## config.mk

```make
export PLATFORM = sky130hd
export DESIGN_NAME = alu_ctrl_mdu
export DESIGN_NICKNAME = d
export VERILOG_FILES = /design/src/rtl/alu_ctrl_mdu.sv
export SDC_FILE = /design/constraint.sdc
export NUM_CORES = 1
export LEC_CHECK = 0
export ABC_CLOCK_PERIOD_IN_PS = 8000
export CAP_MARGIN = 20
export CORE_ASPECT_RATIO = 1.4
export CORE_MARGIN = 2
export CORE_UTILIZATION = 59
export CTS_BUF_LIST = sky130_fd_sc_hd__clkbuf_16
export CTS_CLUSTER_DIAMETER = 60
export DETAILED_ROUTE_END_ITERATION = 12
export PLACE_DENSITY = 0.8
export SKIP_CTS_REPAIR_TIMING = 1
export SLEW_MARGIN = 20
export SYNTH_ARGS = -nofsm -noshare
export SYNTH_HDL_FRONTEND = slang
export SYNTH_SLANG_ARGS = --single-unit
```

## constraint.sdc

```tcl
create_clock -name clk_i -period 8 [get_ports clk_i]
set_clock_uncertainty 0.15 [all_clocks]
set_input_delay 0.8 -clock clk_i [delete_from_list [all_inputs] [get_ports clk_i]]
set_output_delay 0.8 -clock clk_i [all_outputs]
set_load 0.02 [all_outputs]
```

## src/rtl/alu_ctrl_mdu.sv

```systemverilog
// alu_ctrl_mdu: ALU control decode plus an iterative multiply/divide unit with HI/LO.
// Multiply is shift-add, divide is restoring; both take WIDTH cycles after the start cycle.
module alu_ctrl_mdu #(
    parameter int WIDTH = 32,
    parameter int CNT_W = 6
) (
    input  logic             clk_i,
    input  logic             rst_i,
    input  logic             valid_i,
    input  logic [2:0]       ALUOp_i,
    input  logic [5:0]       funct_i,
    input  logic [WIDTH-1:0] src1_i,
    input  logic [WIDTH-1:0] src2_i,
    output logic [3:0]       ALUCtrl_o,
    output logic             hilo_sel_o,
    output logic [WIDTH-1:0] result_o,
    output logic             stall_o,
    output logic             busy_o
);
    typedef enum logic [1:0] {IDLE, MUL, DIV, DONE} state_t;
    state_t state, state_n;
    logic [CNT_W-1:0] cnt;
    logic [WIDTH-1:0] hi, lo, a, b, acc, abs1, abs2, m_lo, d_rem, d_q;
    logic [WIDTH:0] m_sum, d_sh, d_sub;
    logic [2*WIDTH-1:0] prod;
    logic [3:0] f_ctrl;
    logic neg_q, neg_r, mdu_op, is_mf, start, sgn, last, d_ge;

    assign mdu_op = ALUOp_i[2] && funct_i[5:2] == 4'b0110;
    assign is_mf = ALUOp_i[2] && (funct_i == 6'b010000 || funct_i == 6'b010010);
    assign start = !rst_i && state == IDLE && valid_i && mdu_op;
    assign sgn = !funct_i[0];
    assign abs1 = (sgn && src1_i[WIDTH-1]) ? -src1_i : src1_i;
    assign abs2 = (sgn && src2_i[WIDTH-1]) ? -src2_i : src2_i;
    assign last = cnt == CNT_W'(1);
    // acc holds the running high half of the product; b shifts the multiplier out and product bits in
    assign m_sum = {1'b0, acc} + (b[0] ? {1'b0, a} : '0);
    assign m_lo = {m_sum[0], b[WIDTH-1:1]};
    assign prod = {m_sum[WIDTH:1], m_lo};
    // acc is the partial remainder; a borrow out of the subtract means the trial failed
    assign d_sh = {acc, b[WIDTH-1]};
    assign d_sub = d_sh - {1'b0, a};
    assign d_ge = !d_sub[WIDTH];
    assign d_rem = d_ge ? d_sub[WIDTH-1:0] : d_sh[WIDTH-1:0];
    assign d_q = {b[WIDTH-2:0], d_ge};
    assign busy_o = state == MUL || state == DIV;
    assign stall_o = start || busy_o;
    assign hilo_sel_o = valid_i && is_mf;
    assign result_o = hilo_sel_o ? (funct_i[1] ? lo : hi) : '0;

    always_comb begin
        f_ctrl = 4'b0000;
        case (funct_i)
            6'b100000: f_ctrl = 4'b0010;
            6'b100010: f_ctrl = 4'b0110;
            6'b100100: f_ctrl = 4'b0000;
            6'b100101: f_ctrl = 4'b0001;
            6'b101010: f_ctrl = 4'b0111;
            6'b100111: f_ctrl = 4'b1100;
            6'b010000, 6'b010010: f_ctrl = 4'b1111;
            6'b011000, 6'b011001, 6'b011010, 6'b011011: f_ctrl = 4'b0010;
            default: f_ctrl = 4'b0000;
        endcase
        ALUCtrl_o = ALUOp_i[2] ? f_ctrl : ALUOp_i[1:0] == 2'b01 ? 4'b0111 :
                    ALUOp_i[1:0] == 2'b11 ? 4'b0110 : 4'b0010;
    end

    always_comb begin
        state_n = state;
        if (state == IDLE) state_n = start ? (funct_i[1] ? DIV : MUL) : IDLE;
        else if (state == DONE) state_n = IDLE;
        else if (last) state_n = DONE;
    end

    always_ff @(posedge clk_i or posedge rst_i) begin
        if (rst_i) begin
            state <= IDLE;
            cnt <= '0;
            hi <= '0;
            lo <= '0;
            a <= '0;
            b <= '0;
            acc <= '0;
            neg_q <= 1'b0;
            neg_r <= 1'b0;
        end else begin
            state <= state_n;
            if (start) begin
                a <= funct_i[1] ? abs2 : abs1;
                b <= funct_i[1] ? abs1 : abs2;
                acc <= '0;
                cnt <= CNT_W'(WIDTH);
                // a zero divisor keeps the all-ones quotient unsigned
                neg_q <= sgn && (src1_i[WIDTH-1] ^ src2_i[WIDTH-1]) && (!funct_i[1] || |src2_i);
                neg_r <= sgn && src1_i[WIDTH-1];
            end else if (state == MUL) begin
                acc <= m_sum[WIDTH:1];
                b <= m_lo;
                cnt <= cnt - CNT_W'(1);
                if (last) {hi, lo} <= neg_q ? -prod : prod;
            end else if (state == DIV) begin
                acc <= d_rem;
                b <= d_q;
                cnt <= cnt - CNT_W'(1);
                if (last) begin
                    lo <= neg_q ? -d_q : d_q;
                    hi <= neg_r ? -d_rem : d_rem;
                end
            end
        end
    end
endmodule

```

# Word level (Yosys, flattened, before mapping)
# Index checks and enable logic that the tools add are counted.
# word_totals
regBits	170
inputBits	76
out_inout_bits	39
# op_classes
addsub	8
eq_ne	20
mux	37
bitwise	2
reduce_logical	26
# ops
op	n
$mux W32	24
$neg A32 Y32	4
$mux W64	1
$neg A64 Y64	1
$eq A6 B5 Y1 const B	6
$add A32 B32 Y33	1
$sub A33 B32 Y33	1
$reduce_or A32 Y1	1
$eq A6 B6 Y1 const B	5
$pmux W4 S6	1
$mux W6	3
$logic_and A1 B1 Y1	10
$mux W2	5
$eq A2 B2 Y1 const B	3
$eq A6 B1 Y1 const B	1
$mux W3	2
$reduce_bool A3 Y1	2
$sub A6 B1 Y6 const B	1
$reduce_or A5 Y1	1
$eq A2 B1 Y1 const B	2
$eq A4 B3 Y1 const B	1
$logic_not A1 Y1	4
$logic_or A1 B1 Y1	4
$mux W4	1
7 further kinds	8

# Longest topological paths before layout
# depth
word_depth	7
mapped_depth	26
ltp_nobuf	22

# Worst setup path before layout
# OpenSTA, ideal clock, no wires.
# synth_timing
path_type	input to output
from	in rst_i
to	out stall_o
arrival_ns	5.521
required_time_ns	7.050
path_slack_ns	1.529
path_stages	5
n_path_buf	1
path_cell_list	inv_1 nand4_1 or3_1 clkbuf_1 nand2b_1
# synth_via
elab_chain_cells	5
# synth_rtl
item	line_no	source
from (decl)	8	input logic rst_i,
$logic_not A1 Y1 (no line)	--	
$logic_and A1 B1 Y1 (3 in a row)	31	assign start = !rst_i && state == IDLE && valid_i && mdu_op;
$logic_or A1 B1 Y1	47	assign stall_o = start || busy_o;
to (decl)	17	output logic stall_o,
# Every way passes these cells.

# Worst setup path in the final report
# layout_timing
from	reg b[31]
to	reg hi[28]
# layout_via
elab_chain_cells	7
# layout_rtl
item	line_no	source
from (decl)	23	logic [WIDTH-1:0] hi, lo, a, b, acc, abs1, abs2, m_lo, d_rem, d_q;
from (signal assigned)	90	b <= funct_i[1] ? abs1 : abs2;
from (signal assigned)	98	b <= m_lo;
from (signal assigned)	103	b <= d_q;
$sub A33 B32 Y33	42	assign d_sub = d_sh - {1'b0, a};
$mux W32	44	assign d_rem = d_ge ? d_sub[WIDTH-1:0] : d_sh[WIDTH-1:0];
$neg A32 Y32	107	hi <= neg_r ? -d_rem : d_rem;
$mux W32	107	
$mux W32	105	if (last) begin
$mux W32	101	end else if (state == DIV) begin
$mux W32 (*)	96	end else if (state == MUL) begin
to (signal assigned)	100	if (last) {hi, lo} <= neg_q ? -prod : prod;
to (signal assigned)	107	
to (decl)	23	
# Every way passes the cells marked *; elsewhere a longest branch is shown, timed or not. The select of a mux whose other input is x is not followed.
# A chain may end at the register's enable or synchronous reset.

==> impl_results.md <==
- Die X: 150.4 um
- Reg2reg path depth: 21
- Clock Tree Root: clkbuf_16
- Die Ht: 209.0 um
- Max FO, Critical Path: 27
- Startpoint Class: flop
- CP Capture Type: flop
- Post-route DRC: 0
- Hold Worst Slack: 0.3340 ns
- Leak: 7.799 nW
- Most frequent cells in the layout: nor2_1, o21ai_0, nand2_1
- Commonest non-fill, non-tap cell in the layout: nor2_1
- Fillers: 2627
- Post-synth EDFFs: 0
- Clk Latency, worst-skew pair: 0.47 ns
- Minimum clock period: 6.359 ns
- Wire per inst: 23.20 um
- Core area: 29750 sq um
- Clock Sink Count: 170
- Worst Setup Path Type: reg -> reg
- RSZ-0062 raised after global routing: no
- Setup tns final: 0 ns
- Post-synthesis async set-or-reset flop share: 100.0%
- Crit path cell chain: inv_1 > ha_1 > fa_1 > nand2b_1 > a21oi_1 > o21ai_0 > a211oi_1 > o31a_1 > nor2_4 > clkinv_1 > buf_4 > nor2_1 > a21oi_1 > ha_1 > nand4_1 > o41ai_1 > nand4_1 > o31ai_1 > xnor2_1 > mux2i_1 > o21ai_0
- Slew HR: 21.89%
- Tcrit/Tclk final: 79.49%
- Ratio of cells with drive above 1 in the final layout: 3.878%
- Final GP Congestion: 1.109
- DP Cell Count: 2803
- Setup violators final: 0
- WL final: 65850 um
- Initial antenna violation count: 6
- Die area: 31430 sq um
- Final nets: 2590
- Max Slew Vio Count: 0
- Remaining global-route overflow: 0
- Total of max-cap violations: 0
- Pin count of the biggest net entering global routing: 125
- Area growth, synth to finish: 10.11%
- Crit path largest cell delay: 0.67 ns
- Synth unique cells: 79
- Cell area after synthesis: 17700 sq um
- Cells after synthesis: 2454
- Worst hold stages: 2
- Cts bufs inserted: 17
- I/O pin cnt: 115
- Main flop type after synthesis: dfrtp_1
- Ys Warns: 0
- Sequential area share after synthesis: 24.03%
- Clock transition at path regs: 0.07 ns
- IO buf count: 114
- TritonCTS clock tree: done
- DR pass1 iterations: 6
- Status: finished clean
- Worst path slowest cell: o41ai_1
- Starting Density: 59.52%
- Worst VDD drop: 0.1972 mV
- GRT Util Overall: 41.89%
- WP data required: 8.23 ns
- Routed Antenna Nets: 0
- Hold Vio Cnt, Final: 0
- Post-synthesis register bit count: 170
- First-pass GRT wire length: 100200 um
- Final non-filler cell total: 2838
- Initial DRC count: 1935
- Via count of the first global-routing pass: 17505
- Tightest Pin Transition: 1.159 ns
- Pwr Density: 314.4 nW/um^2
- Number of H-tree levels: 4
- CP arrival: 6.59 ns
- Deepest clock path buffer count: 2
- Syn avg cell area: 7.215 sq um
- Syn nets: 2607
- FP Rows: 75
- DP HPWL: 50620 um
- Worst hold path type: reg -> reg
- Vias post-DR: 18635
- Vias per cell: 6.566
- Max frequency: 157.2 MHz
-- registers in the layout, indices dropped and copies added, names as in the netlist --
name,count
hi,32
neg_q,1
a,32
cnt,6
neg_r,1
acc,32
b,32
lo,32
state,2
-- per-stage QoR --
stage	total power [mW]	util (%)	area, sq um	setup slack [ns]
6_report	6.128	65.53	19490	1.641
5_1_grt	6.491	65.51	19490	1.219
4_1_cts	5.974	65.46	19470	1.816
3_5_place_dp	5.122	63.55	18900	1.861
3_3_place_gp	5.062	63.54	18900	2.039
2_1_floorplan	3.960	-	17700	1.529
-- report_power, final --
group	internal (mW)	total, mW	switching, mW
clock	0.416	0.844	0.428
sequential	1.08	1.39	0.317
combinational	1.35	3.89	2.54
-- cell families (layout without fill, tap and decap cells) --
kind of cell             after synthesis  in the layout  synth area share, %
AND/OR/NAND/NOR                      858            858                22.08
AO/OA/AOI/OAI                        789            789                26.59
buffers and inverters                243            239                5.265
XOR/XNOR                             213            213                10.54
flip-flops                           170            170                24.03
multiplexers                         104            104                5.979
adder cells (fa/ha/maj)               77             77                5.527
other                                  0              3                    0
-- area by class of cell --
class / count / area (sq um) / share of cell area (%)
clock buffer: 17 / 425.4 / 2.182
tap: 385 / 481.7 / 2.471
multi-input combinational: 2041 / 12580 / 64.55
clock inverter: 15 / 145.1 / 0.7445
sequential: 170 / 4255 / 21.83
timing repair buffer: 138 / 1331 / 6.829
antenna: 3 / 7.507 / 0.03851
inverter: 69 / 264.0 / 1.354
-- Yosys cell counts (all sizes together) (49+ instances only) --
cell | count | area share (%)
clkbuf | 147 | 3.1
o21ai | 293 | 8.3
a211oi | 49 | 2.1
inv | 65 | 1.4
dfrtp | 170 | 24
a21oi | 232 | 6.6
nand2 | 272 | 5.8
mux2i | 99 | 5.6
xnor2 | 109 | 5.4
nor2 | 320 | 6.8
xor2 | 104 | 5.1
ha | 75 | 5.3
-- critical path, delay by kind of cell (launching register included) --
family / cells / cell delay, ns
AOI/OAI and AO/OA: 8 / 2.85
xor gates and xnor gates: 1 / 0.15
adders and majority gates: 3 / 1.01
buffers and inverters: 3 / 0.65
DFF: 1 / 0.56
muxes: 1 / 0.09
and+or+nand+nor: 5 / 0.79
-- per-layer routing --
metal | wire length (um) | global-route usage [%] | part of all wire [%]
met5 | 38 | 0 | 0.058
met4 | 5603 | 30.35 | 8.5
met3 | 5657 | 10.04 | 8.6
met2 | 30540 | 66.94 | 46
met1 | 24010 | 48.49 | 36
-- worst paths after layout --
check,slack [ns],endpoint,start
max reg2reg,1.64,hi[28],b[31]
min reg2reg,0.33,lo[30],lo[30]
max,1.64,hi[28],b[31]
min,0.33,lo[30],lo[30]
max in group asynchronous,5.95,lo[10],rst_i
min in group asynchronous,0.61,a[10],rst_i
Power figures use the tool's default switching activity.
